## config.mk

```make
export PLATFORM = sky130hd
export DESIGN_NAME = rr_arbiter_n
export DESIGN_NICKNAME = d
export VERILOG_FILES = /design/src/rtl/rr_arbiter_n.sv
export SDC_FILE = /design/constraint.sdc
export NUM_CORES = 1
export LEC_CHECK = 0
export CORE_MARGIN = 1
export CORE_UTILIZATION = 51
export CTS_CLUSTER_SIZE = 24
export DETAILED_ROUTE_END_ITERATION = 16
export PLACE_DENSITY = 0.77
export SLEW_MARGIN = 5
export SYNTH_ARGS = -nofsm -noshare
export SYNTH_HDL_FRONTEND = slang
export SYNTH_SLANG_ARGS = --single-unit
```

## constraint.sdc

```tcl
create_clock -name clk -period 2.7 [get_ports clk]
set_input_delay 0.675 -clock clk [delete_from_list [all_inputs] [get_ports clk]]
set_output_delay 0.675 -clock clk [all_outputs]
set_load 0.1 [all_outputs]
```

## src/rtl/rr_arbiter_n.sv

```systemverilog
// N-way round-robin arbiter with registered one-hot grant,
// per-owner hold limit with preemption, and per-requester mask.
module rr_arbiter_n #(
    parameter int N        = 4,
    parameter int HOLD_MAX = 8,
    localparam int IW      = (N > 1) ? $clog2(N) : 1,
    localparam int CW      = $clog2(HOLD_MAX + 1)
) (
    input  logic          clk,
    input  logic          rst,
    input  logic [N-1:0]  req,
    input  logic [N-1:0]  mask,
    output logic [N-1:0]  grant,
    output logic          grant_valid,
    output logic [IW-1:0] grant_idx,
    output logic          preempt
);

    localparam logic [0:0] IDLE  = 1'b0;
    localparam logic [0:0] GRANT = 1'b1;

    logic [0:0]    state, state_n;
    logic [IW-1:0] ptr, ptr_n;
    logic [CW-1:0] hold_cnt, hold_n;
    logic [IW-1:0] idx_n;
    logic          valid_n;
    logic          pre_n;
    logic [N-1:0]  grant_n;

    logic [N-1:0]  eff_req;
    logic          own_req;
    logic          oth_req;
    logic          at_max;
    logic [IW-1:0] nxt;
    logic [IW-1:0] win_ptr;
    logic [IW-1:0] win_nxt;

    // First set bit of r at s, s+1, ... wrapping modulo N.
    function automatic logic [IW-1:0] pick(
        input logic [N-1:0]  r,
        input logic [IW-1:0] s
    );
        logic [2*N-1:0] dbl;
        logic [IW-1:0]  w;
        logic           f;
        int             t;
        dbl = {r, r} >> s;
        w   = '0;
        f   = 1'b0;
        for (int i = 0; i < N; i++) begin
            if (!f && dbl[i]) begin
                f = 1'b1;
                t = int'(s) + i;
                if (t >= N) t = t - N;
                w = IW'(t);
            end
        end
        return w;
    endfunction

    assign eff_req = req & ~mask;
    assign own_req = |(eff_req & grant);
    assign oth_req = |(eff_req & ~grant);
    assign at_max  = (hold_cnt == CW'(HOLD_MAX));
    assign nxt     = (int'(grant_idx) == N - 1) ? '0 : grant_idx + 1'b1;
    assign win_ptr = pick(eff_req, ptr);
    assign win_nxt = pick(eff_req, nxt);

    always_comb begin
        state_n = state;
        ptr_n   = ptr;
        hold_n  = hold_cnt;
        idx_n   = grant_idx;
        valid_n = grant_valid;
        pre_n   = 1'b0;
        case (state)
            IDLE: begin
                if (|eff_req) begin
                    state_n = GRANT;
                    idx_n   = win_ptr;
                    valid_n = 1'b1;
                    hold_n  = CW'(1);
                end
            end
            GRANT: begin
                if (!own_req) begin
                    ptr_n = nxt;
                    if (oth_req) begin
                        idx_n  = win_nxt;
                        hold_n = CW'(1);
                    end else begin
                        state_n = IDLE;
                        idx_n   = '0;
                        valid_n = 1'b0;
                        hold_n  = '0;
                    end
                end else if (at_max && oth_req) begin
                    ptr_n  = nxt;
                    idx_n  = win_nxt;
                    hold_n = CW'(1);
                    pre_n  = 1'b1;
                end else if (!at_max) begin
                    hold_n = hold_cnt + 1'b1;
                end
            end
            default: begin
                state_n = IDLE;
                idx_n   = '0;
                valid_n = 1'b0;
                hold_n  = '0;
            end
        endcase
        grant_n = valid_n ? (N'(1) << idx_n) : '0;
    end

    always_ff @(posedge clk) begin
        if (rst) begin
            state       <= IDLE;
            ptr         <= '0;
            hold_cnt    <= '0;
            grant       <= '0;
            grant_valid <= 1'b0;
            grant_idx   <= '0;
            preempt     <= 1'b0;
        end else begin
            state       <= state_n;
            ptr         <= ptr_n;
            hold_cnt    <= hold_n;
            grant       <= grant_n;
            grant_valid <= valid_n;
            grant_idx   <= idx_n;
            preempt     <= pre_n;
        end
    end

endmodule

```

Word level (Yosys, flattened, before mapping). Cells that the tools add are included.

Bits in registers: 15. Latch bits: 0. Bits in writable memories: 0. Bits in read-only memories: 0. Input port bits: 10. Output and inout bits: 8. Logic and storage cells: 112. Memories: 0.

Add/sub/neg operators: 16. $mul: 0. Div/mod/pow operators: 0. Order comparisons: 8. Equal/unequal tests: 5. Shift-type cells: 3. Multiplexer cells: 45. Bitwise gates (word level): 8. Reductions and logical operators: 20.

Operators with widths (count): 2-bit 2-to-1 mux (23); 3-bit >= comparator, second input constant (6); 4-bit 2-to-1 mux (4); 8-bit by 2-bit right shift with 4-bit output (2); 2-bit by 1-bit subtractor with 2-bit output, second input constant (8); 1-bit 2-to-1 mux (14); 2-bit by 2-bit adder with 3-bit output, second input constant (4); 4-bit AND (3); 4-bit OR reduction (3); 4-bit inverter (2); 4-bit case mux with 2 select lines (1); 1-bit logical AND (7); 2-bit by 1-bit adder with 3-bit output, second input constant (2); 2-bit by 3-bit >= comparator with 1-bit output, second input constant (2); 1-bit zero test (6); 4-bit by 1-bit adder with 4-bit output, second input constant (1); 4-bit == test, second input constant (1); 4-bit by 3-bit != test with 1-bit output, second input constant (1); 1-bit case mux with 2 select lines (2); 2-bit case mux with 2 select lines (1); 2-bit AND reduction (2); 1-bit by 2-bit << shifter with 4-bit output, first input constant (1); 1-bit inverter (3); 3-bit OR reduction (1); other kinds (5) (5).

Depth between registers and ports, before layout. Gate-level depths: netlist (run 1).

Depth after elaboration: 17. Gate-level depth with buffers: 8.

Least setup slack after synthesis (run 1). Ideal clock, no wire load.

Kind: register to register. Start: register grant_idx[0]. End: register grant[3]. Library setup time: 89 ps. Arrival time: 2306 ps. Slack: 305 ps. Cell stages (with the launch flop): 7. Buffers on the path: 0. Path through: dfxtp_1 ha_1 a21o_1 a21oi_1 o221ai_1 a32o_2 nor4_2.

Word-level cells in the longest chain between the ends: 17. Elaborated cells on any way between the ends: 38. Classes of those cells: add/sub (8); order compare (4); eq/ne (1); shift (2); mux (17); reduce/logical (6).

RTL lines: from (decl) (line 15) `output logic [IW-1:0] grant_idx,`; from (signal assigned) (line 131) `grant_idx <= idx_n;`; 2-bit by 1-bit adder with 2-bit output / 2-bit by 1-bit == test with 1-bit output (equally long branches) (line 65) `assign nxt = (int'(grant_idx) == N - 1) ? '0 : grant_idx + 1'b1;`; 2-bit 2-to-1 mux (*) (line 65); named net nxt[1] (line 34) `logic [IW-1:0] nxt;`; parallel branches: the longest is 10 deep, another holds 2-bit by 1-bit adder with 3-bit output; 2-bit 2-to-1 mux (*) (line 51) `if (!f && dbl[i]) begin`; 2-bit 2-to-1 mux (on tied branches) (line 88, 97); 2-bit 2-to-1 mux (*) (line 86) `if (!own_req) begin`; 2-bit case mux with 2 select lines (*) (line 76) `case (state)`; 1-bit by 2-bit << shifter with 4-bit output (*) (line 113) `grant_n = valid_n ? (N'(1) << idx_n) : '0;`; to (signal assigned) (line 129) `grant <= grant_n;`; to (decl) (line 13) `output logic [N-1:0] grant,`.

Mark *: on every way through the listed nets, which the timed path passes. A chain may end at the register's enable or synchronous reset.

Final worst setup path (run 1).
Start: input port req[0]. End: register hold_cnt[3].

Word-level cells in the longest chain between the ends: 7. Elaborated cells on any way between the ends: 13. Classes of those cells: eq/ne (2); mux (3); bitwise (3); reduce/logical (5).

RTL lines: from (decl) (line 11) `input logic [N-1:0] req,`; 4-bit AND (*) (line 61) `assign eff_req = req & ~mask;`; 4-bit AND (line 63) `assign oth_req = |(eff_req & ~grant);`; 4-bit OR reduction (line 63); 1-bit logical AND (line 97) `end else if (at_max && oth_req) begin`; 4-bit 2-to-1 mux (line 97); 4-bit 2-to-1 mux (line 86); 4-bit case mux with 2 select lines (line 76); to (signal assigned) (line 128) `hold_cnt <= hold_n;`; to (decl) (line 24) `logic [CW-1:0] hold_cnt, hold_n;`.

Every way passes the cells marked *; elsewhere a longest branch is shown, timed or not.

==> qor.txt, run 1 <==
Critical Path AT -> 2550 ps
Hold-fix buffers, CTS -> 0
Largest net degree at the start of global routing -> 12
Yosys cell types -> 42
Core Area -> 1820 µm²
Via density per instance -> 5.96
Slowest cell on crit path -> or4_4
R2R cell count -> 7
Worst-path cell chain -> clkdlybuf4s50_1, nor3b_2, or4_4, o32ai_4, nor2_2, xnor2_2, nor2_1
Wire length per cell -> 14.8 µm
Largest cells by area after synthesis -> dfxtp_1 29%, a21oi_1 8.2%, nor2_1 4.7%
CTS clk-pin slew, worst paths -> 80 ps
Final Max Tran Viols -> 0
1st-iter DRT viols -> 26
WP depth -> 7
Top-area cell type share of the netlist area -> 0.290
Pwr Density -> 505 nW/µm²
Fraction of registers with async set or reset after synthesis -> 0
Chip height -> 47.1 µm
Worst flop-to-flop path startpoint -> grant_idx[0]
Clock Path Buffers -> 2
Crit path max-delay family -> simple AND/OR/NAND/NOR gates
GR Layer Usage met1 -> 0.324
CTS Sinks -> 15
GR peak layer -> met2
Top post-synthesis cells by count -> 17 x a21oi_1, 15 x dfxtp_1, 13 x nor2_1, 9 x nand2_1, 7 x inv_1
Kind of critical path -> input port to flip-flop
Post-synthesis register bit count -> 15
Diodes inserted -> 0
First drt pass iteration count -> 4
IO buf count -> 17
Max frequency -> 423 MHz
Worst min-delay path class -> flip-flop to flip-flop
First-pass GRT wire length -> 3790 µm
H-tree levels -> 1
GPL Wtd Cong -> 0.840
Setup TNS -> 0 ps
Nets -> 153
Hold Startpoint -> hold_cnt[1]
Max VDD drop -> 0.346 mV
Pleak -> 0.488 nW
Synthesized net count -> 132
Initial antenna violation count -> 0
Die ar. -> 2220 µm²
Syn-to-layout area delta -> 19.1%
Fin crit period -> 2360 ps
Total power -> 0.623 mW
M2 GR Usage -> 0.394
Detail Route Antenna Nets -> 0
Vias -> 978
Fin crit share -> 0.876
CP max FO -> 5
Rows -> 15
Worst-Margin Slew -> 411 ps
# IOs -> 18
Total gr overflow -> 0
Die width -> 47.1 µm
Top FF cell, synth -> dfxtp_1
Crit-path max cell delay -> 560 ps
Relative slew slack -> 0.726
GR Util All Layers -> 0.251
Synth Area per Inst -> 8.71 µm²
Starting Density -> 0.569
Reg2Reg Setup Slack -> 780 ps
Status -> finished, final reports clean
DP Wirelength -> 1870 µm
Fin. Hold Viols -> 0
Min-Delay Endpoint -> hold_cnt[1]
CTS tree -> built
Vias in the first global route -> 880
Mapped Area -> 1040 µm²
Final WL -> 2430 µm
Post-synth EDFFs -> 0
Met3 Use GR -> 0.0615
Share of layout cells above drive strength 1 -> 0.230
Reg-to-reg critical path endpoint -> grant[2]
Crit. End Element -> flip-flop
CTS resizes -> 0
Cell with the most instances after synthesis -> a21oi_1
Max-cap check violation count -> 0
Buffers & Inverters on Critical Path -> 1
DRC -> 0
Clk root buf -> clkbuf_4
Worst-Skew Late Latency -> 290 ps
Hold path depth -> 2
Share of the yosys chip area belonging to registers -> 0.290
Crit path launch type -> input port
Ys Warns -> 0
CTS Buf Count -> 3
RSZ-0062 raised after global routing -> no
Clock Skew -> 1.27 ps
Final setup fails -> 0
Synth Instances -> 119
Worst Path Required -> 2890 ps
Area leader, netlist -> dfxtp_1
Post-CTS Setup Bufs -> 0
==> tightest hold or removal path, cell delays in order, from the launching register on <==
cell,delay (ps)
dfxtp_1,340
nand2_1,70
a21oi_1,50
==> state kept, by name, indices dropped and copies added (netlist names) <==
signal and cells:
ptr 2, preempt 1, hold_cnt 4, grant_valid 1, grant_idx 2, grant 4, state 1
==> metrics by stage <==
step                hold slack, ps  cell area, µm²  cells  setup slack [ps]  utilization
finish                         507            1230    164               335        0.678
CTS                            501            1230    164               330        0.678
detailed placement             489            1210    160              39.1        0.663
floorplan                      462            1040    119               305            -
global route                   556            1230    164               230        0.678
global placement               482            1210    160              96.6        0.663
==> report_power, final <==
| group | switching [mW] | internal (mW) |
|---|---|---|
| clock network | 0.0711 | 0.0575 |
| logic | 0.157 | 0.0788 |
| registers | 0.0217 | 0.237 |
| total | 0.250 | 0.373 |
==> cell usage in the layout, fill, tap and decap left out, types with 2 or more instances in the layout <==
cell type / count
clkbuf_4: 3
buf_4: 10
nand3_1: 3
dfxtp_1: 15
or3_1: 2
inv_1: 7
ha_1: 3
clkdlybuf4s50_1: 9
nor2_2: 2
o21ai_0: 3
a21o_1: 2
nor2b_1: 2
nand2_1: 9
nand3b_1: 5
o221ai_1: 3
nor3b_2: 3
nor3_1: 3
and3b_1: 2
a21oi_1: 17
nor2_1: 13
==> cell families after synthesis <==
group / count (synthesis) / share of synthesized area
buffers and inverters: 10 / 0.0495
XOR/XNOR: 2 / 0.0242
flip-flops: 15 / 0.290
adder cells (fa/ha/maj): 3 / 0.0362
AO/OA/AOI/OAI: 36 / 0.275
AND/OR/NAND/NOR: 53 / 0.325
==> area by class of cell <==
class | count | area, µm²
multi-input combinational | 94 | 684
fill | 158 | 587
sequential | 15 | 300
timing repair buffer | 19 | 165
tap | 25 | 31.3
clock buffer | 4 | 26.3
inverter | 7 | 26.3
==> how the worst max path moves through the flow <==
stage                             from           to  slack [ps]
final                           req[0]  hold_cnt[3]         340
after global routing            req[1]     grant[0]         230
after CTS                       req[0]  hold_cnt[3]         330
after detailed placement        req[0]  hold_cnt[3]          40
after global placement          req[1]     grant[2]         100
after floorplan           grant_idx[0]     grant[3]         310
==> layer usage <==
| layer | share of wire | wire length (µm) | vias up |
|---|---|---|---|
| met3 | 0.085 | 205 | 4 |
| met2 | 0.45 | 1090 | 47 |
| li1 | - | - | 474 |
| met5 | 0 | 0 | - |
| met1 | 0.46 | 1110 | 453 |
| met4 | 0.0095 | 23 | 0 |
Power figures use the tool's default switching activity.
==> run 2: changes to the inputs <==
- CELL_PAD_IN_SITES_DETAIL_PLACEMENT: default -> 0
- CELL_PAD_IN_SITES_GLOBAL_PLACEMENT: default -> 1
- CORE_UTILIZATION: 51 -> 38
- PLACE_DENSITY: 0.77 -> default
- PLACE_DENSITY_LB_ADDON: default -> 0.1
==> qor.txt, run 2 (same netlist as run 1, synthesis figures left out) <==
Status -> finished, final reports clean
Worst flop-to-flop path startpoint -> grant_idx[0]
Pre-CTS setup slack -> 69.5 ps (+30.5 ps)
Crit path launch type -> input port
Kind of critical path -> input port to flip-flop
CTS tree -> built
Hold Startpoint -> hold_cnt[1]
Hold-fix buffers, CTS -> 0 (unchanged)
Final setup fails -> 0 (unchanged)
Fin. Hold Viols -> 0 (unchanged)
CTS Sinks -> 15 (unchanged)
Total gr overflow -> 0 (unchanged)
Cells after DPL -> 169 (+5.6%)
Wire length per cell -> 13.3 µm (-10%)
Pwr Density -> 495 nW/µm² (-2.0%)
Clk root buf -> clkbuf_4
Pleak -> 0.507 nW (+3.8%)
Max frequency -> 429 MHz (+1.5%)
Reg2Reg Setup Slack -> 720 ps (-60 ps)
Worst-Margin Slew -> 424 ps (+12.8 ps)
Crit-path max cell delay -> 570 ps (about the same)
Hold path depth -> 2 (unchanged)
Starting Density -> 0.411 (-0.158)
Slowest cell on crit path -> or4_4
Post-CTS Setup Bufs -> 0 (unchanged)
DP Wirelength -> 1790 µm (-4.2%)
Share of layout cells above drive strength 1 -> 0.252 (+0.0215)
Min-Delay Endpoint -> hold_cnt[1]
# IOs -> 18 (unchanged)
Vias in the first global route -> 792 (-10%)
Die width -> 54.2 µm (+15%)
Fin crit share -> 0.862 (-0.0134)
Worst-Skew Late Latency -> 280 ps (about the same)
RSZ-0062 raised after global routing -> no
Commonest non-fill, non-tap cell in the layout -> a21oi_1
Core Area -> 2520 µm² (+39%)
1st-iter DRT viols -> 16 (-38%)
Rows -> 18 (+3)
GPL Wtd Cong -> 0.798 (-5.1%)
Die ar. -> 2940 µm² (+33%)
Most frequent cells in the layout -> 17 x a21oi_1, 15 x dfxtp_1, 14 x buf_4
Worst-path cell chain -> clkdlybuf4s50_1, nor3b_2, or4_4, o32ai_4, nor2_2, xnor2_2, nor2_1
Max-cap check violation count -> 0 (unchanged)
Sequential share of power -> 0.409 (-0.006)
Clock Skew -> 0.884 ps (-0.390 ps)
Diodes inserted -> 0 (unchanged)
Switching Share -> 0.397 (-0.00422)
Relative slew slack -> 0.718 (-0.00856)
Chip height -> 54.2 µm (+15%)
Final worst slack -> 371 ps (+36.1 ps)
Vias -> 939 (-4.0%)
CP max FO -> 5 (unchanged)
Detail Route Antenna Nets -> 0 (unchanged)
Reg-to-reg critical path endpoint -> grant[2]
Worst Path Required -> 2890 ps (about the same)
Setup TNS -> 0 ps (unchanged)
Fin crit period -> 2330 ps (-36.1 ps)
Max VDD drop -> 0.294 mV (-15%)
Worst min-delay path class -> flip-flop to flip-flop
Crit. End Element -> flip-flop
Non-Filler Instances -> 173 (+5.5%)
IO buf count -> 17 (unchanged)
First drt pass iteration count -> 4 (unchanged)
Nets -> 157 (+2.6%)
CTS clk-pin slew, worst paths -> 90 ps (about the same)
Syn-to-layout area delta -> 22.6%
CTS Buf Count -> 3 (unchanged)
H-tree levels -> 1 (unchanged)
Clock Path Buffers -> 2 (unchanged)
Psw -> 0.249 mW (-0.20%)
Finished Cell Area -> 1270 µm² (+2.9%)
Top Registers -> grant (4), hold_cnt (4)
GR Util All Layers -> 0.177 (-0.0740)
Largest net degree at the start of global routing -> 12 (unchanged)
Critical Path AT -> 2520 ps (-30 ps)
Cell-internal power -> 0.379 mW (+1.6%)
Final Max Tran Viols -> 0 (unchanged)
DRC -> 0 (unchanged)
Via density per instance -> 5.43 (-9.0%)
R2R cell count -> 7 (unchanged)
Final WL -> 2300 µm (-5.4%)
Placed cell area -> 1240 µm² (+3.0%)
First-pass GRT wire length -> 3690 µm (-2.6%)
Crit path max-delay family -> simple AND/OR/NAND/NOR gates
Proportion of power drawn by combinational gates -> 0.385 (+0.007)
Clk pwr share -> 0.206 (about the same)
CTS resizes -> 0 (unchanged)
Initial antenna violation count -> 0 (unchanged)
Buffers & Inverters on Critical Path -> 1 (unchanged)
==> run 2: changes by cell type in the layout (fill, tap and decap cells not counted), sizes merged <==
cell,previous run,this run
buf,10,14
==> run 2: worst max-delay path by stage <==
stage | from | endpoint | slack [ps] | depth (start not counted)
after detailed placement | req[0] | hold_cnt[3] | 70 | 7
final | mask[0] | hold_cnt[3] | 370 | 7
after floorplan | grant_idx[0] | grant[3] | 310 | 6
after global routing | mask[1] | grant[3] | 270 | 7
after CTS | mask[0] | hold_cnt[3] | 380 | 7
after global placement | req[0] | grant[2] | 60 | 7
==> run 2: per-layer routing <==
metal / part of all wire / vias to the layer above / GRT usage
met5: 0 / - / 0
met4: 0.011 / 0 / 0.0641
met3: 0.050 / 4 / 0.0250
met2: 0.43 / 30 / 0.276
met1: 0.51 / 418 / 0.245
li1: - / 487 / -
==> run 2: final cells by class <==
| cell class | instances | area [µm²] |
|---|---|---|
| multi-input cells | 94 | 684 |
| clock buffers | 4 | 26.3 |
| inverters | 7 | 26.3 |
| repair buffers | 23 | 195 |
| well taps | 30 | 37.5 |
| flip-flops and latches | 15 | 300 |
| fillers | 239 | 1250 |
==> run 2: power groups by stage <==
stage	clock network, mW	logic [mW]	registers, mW
global placement	0	0.242	0.262
finish	0.129	0.242	0.257
detailed placement	0	0.241	0.262
CTS	0.137	0.242	0.257
floorplan	0	0.107	0.331
global route	0.147	0.262	0.260
==> run 2: metrics by stage <==
stage	total power [mW]	hold WS, ps	utilization
detailed placement	0.504	490	0.493
CTS	0.636	504	0.503
global route	0.669	539	0.503
floorplan	0.438	462	-
finish	0.629	499	0.503
global placement	0.504	482	0.493
==> run 2: worst min-delay path, stage by stage, from the launching register on <==
cell	delay, ps
dfxtp_1	340
nand2_1	60
a21oi_1	50
==> run 3: changes to the inputs <==
- CORE_UTILIZATION: 38 -> 41
- clock period: 2.7 -> 2.9 ns (I/O delays scaled with it)
==> qor.txt, run 3 (same netlist as run 1, synthesis figures left out) <==
GR Util All Layers -> 0.189 (+0.0127)
Pwr Density -> 464 nW/µm² (-6.2%)
Final setup fails -> 0 (unchanged)
Final WL -> 2230 µm (-3.0%)
DP Wirelength -> 1750 µm (-2.4%)
Post-CTS Setup Bufs -> 0 (unchanged)
Hold Startpoint -> hold_cnt[1]
Min-Delay Endpoint -> hold_cnt[1]
Initial antenna violation count -> 0 (unchanged)
Rows -> 17 (-1)
Status -> finished, final reports clean
Detail Route Antenna Nets -> 0 (unchanged)
Crit. End Element -> flip-flop
Max frequency -> 415 MHz
Clock Path Buffers -> 2 (unchanged)
Share of layout cells above drive strength 1 -> 0.225 (-0.0271)
CTS Buf Count -> 3 (unchanged)
Crit path launch type -> input port
Syn-to-layout area delta -> 18.7%
# IOs -> 18 (unchanged)
R2R cell count -> 7 (unchanged)
Kind of critical path -> input port to flip-flop
Core Area -> 2300 µm² (-8.9%)
Final Max Tran Viols -> 0 (unchanged)
Fin crit share -> 0.830
CTS clk-pin slew, worst paths -> 90 ps (about the same)
First-pass GRT wire length -> 3810 µm (+3.2%)
1st-iter DRT viols -> 30 (+14)
Top Registers -> grant (4), hold_cnt (4)
GPL Wtd Cong -> 0.816 (+2.3%)
CTS tree -> built
Fin. Hold Viols -> 0 (unchanged)
Vias -> 928 (-1.2%)
Worst-Skew Late Latency -> 280 ps (about the same)
Most frequent cells in the layout -> 17 x a21oi_1, 15 x dfxtp_1, 13 x nor2_1
Wire length per cell -> 13.4 µm (+1.1%)
Reg-to-reg critical path endpoint -> grant[0]
FILL cells -> 221 (-7.5%)
Commonest non-fill, non-tap cell in the layout -> a21oi_1
Via density per instance -> 5.59 (+3.0%)
Total power -> 0.571 mW (-9.2%)
Fin crit period -> 2410 ps
Chip height -> 52.3 µm (-3.6%)
DRC -> 0 (unchanged)
Worst min-delay path class -> flip-flop to flip-flop
Hold path depth -> 2 (unchanged)
CP max FO -> 5 (unchanged)
H-tree levels -> 1 (unchanged)
Hold-fix buffers, CTS -> 0 (unchanged)
Total gr overflow -> 0 (unchanged)
Diodes inserted -> 0 (unchanged)
CTS resizes -> 0 (unchanged)
Starting Density -> 0.451 (+0.0403)
Max VDD drop -> 0.275 mV (-6.7%)
Vias in the first global route -> 841 (+6.2%)
Worst-Margin Slew -> 396 ps (-27.5 ps)
Die width -> 52.3 µm (-3.6%)
Max-cap check violation count -> 0 (unchanged)
RSZ-0062 raised after global routing -> no
Layout Utilization -> 0.535 (+0.0319)
Reg2Reg Setup Slack -> 960 ps (+240 ps)
IO buf count -> 17 (unchanged)
Clock Skew -> 7.03 ps (+6.15 ps)
Die ar. -> 2730 µm² (-7.1%)
Critical Path AT -> 2590 ps (+70 ps)
Nets -> 152 (-3.2%)
Relative slew slack -> 0.735 (+0.0175)
CTS Sinks -> 15 (unchanged)
First drt pass iteration count -> 4 (unchanged)
Clk root buf -> clkbuf_4
Pleak -> 0.484 nW (-4.6%)
Final hold slack -> 495 ps (-3.57 ps)
Worst Path Required -> 3080 ps (+190 ps)
Setup TNS -> 0 ps (unchanged)
Largest net degree at the start of global routing -> 12 (unchanged)
Worst flop-to-flop path startpoint -> grant_idx[0]
-- run 3: cell count changes in the layout (fill, tap and decap cells not counted) --
cell / delta
buf_4: -5
-- run 3: power breakdown --
| group | switching, mW | internal (mW) | total [mW] |
|---|---|---|---|
| clock network | 0.0615 | 0.0533 | 0.115 |
| registers | 0.0193 | 0.221 | 0.240 |
| logic | 0.144 | 0.0723 | 0.216 |
| total | 0.224 | 0.346 | 0.571 |
-- run 3: worst max path at each step --
stage | startpoint | end | cells after the start
floorplan | grant_idx[0] | grant[3] | 6
global placement | req[0] | grant[0] | 7
detailed placement | req[0] | hold_cnt[3] | 7
CTS | req[0] | hold_cnt[3] | 7
global route | mask[0] | hold_cnt[3] | 7
finish | req[0] | hold_cnt[3] | 7
-- run 3: routing by layer --
layer  vias to the layer above  GRT usage  share of wire
li1                        474          -              -
met1                       419      0.251           0.47
met2                        33      0.312           0.47
met3                         2     0.0261          0.056
met4                         0     0.0658         0.0036
met5                         -          0              0
-- run 3: per-stage QoR --
step | instances | setup WS [ps] | instance area, µm²
3_3_place_gp | 162 | 195 | 1200
6_report | 166 | 492 | 1230
3_5_place_dp | 162 | 193 | 1200
5_1_grt | 166 | 403 | 1230
2_1_floorplan | 119 | 505 | 1040
4_1_cts | 166 | 488 | 1230
-- run 3: final cells by class --
cell class	instances	area, µm²	share of cell area
clock buffer	4	26.3	0.0214
inverter	7	26.3	0.0214
multi-input combinational	94	684	0.556
sequential	15	300	0.244
tap	28	35.0	0.0285
timing repair buffer	18	158	0.128
-- run 3: critical path, cell delays in order --
cell and delay [ps]:
clkdlybuf4s50_1 450, nor3b_2 200, or4_4 570, o32ai_4 360
nor2_2 100, xnor2_2 130, nor2_1 50
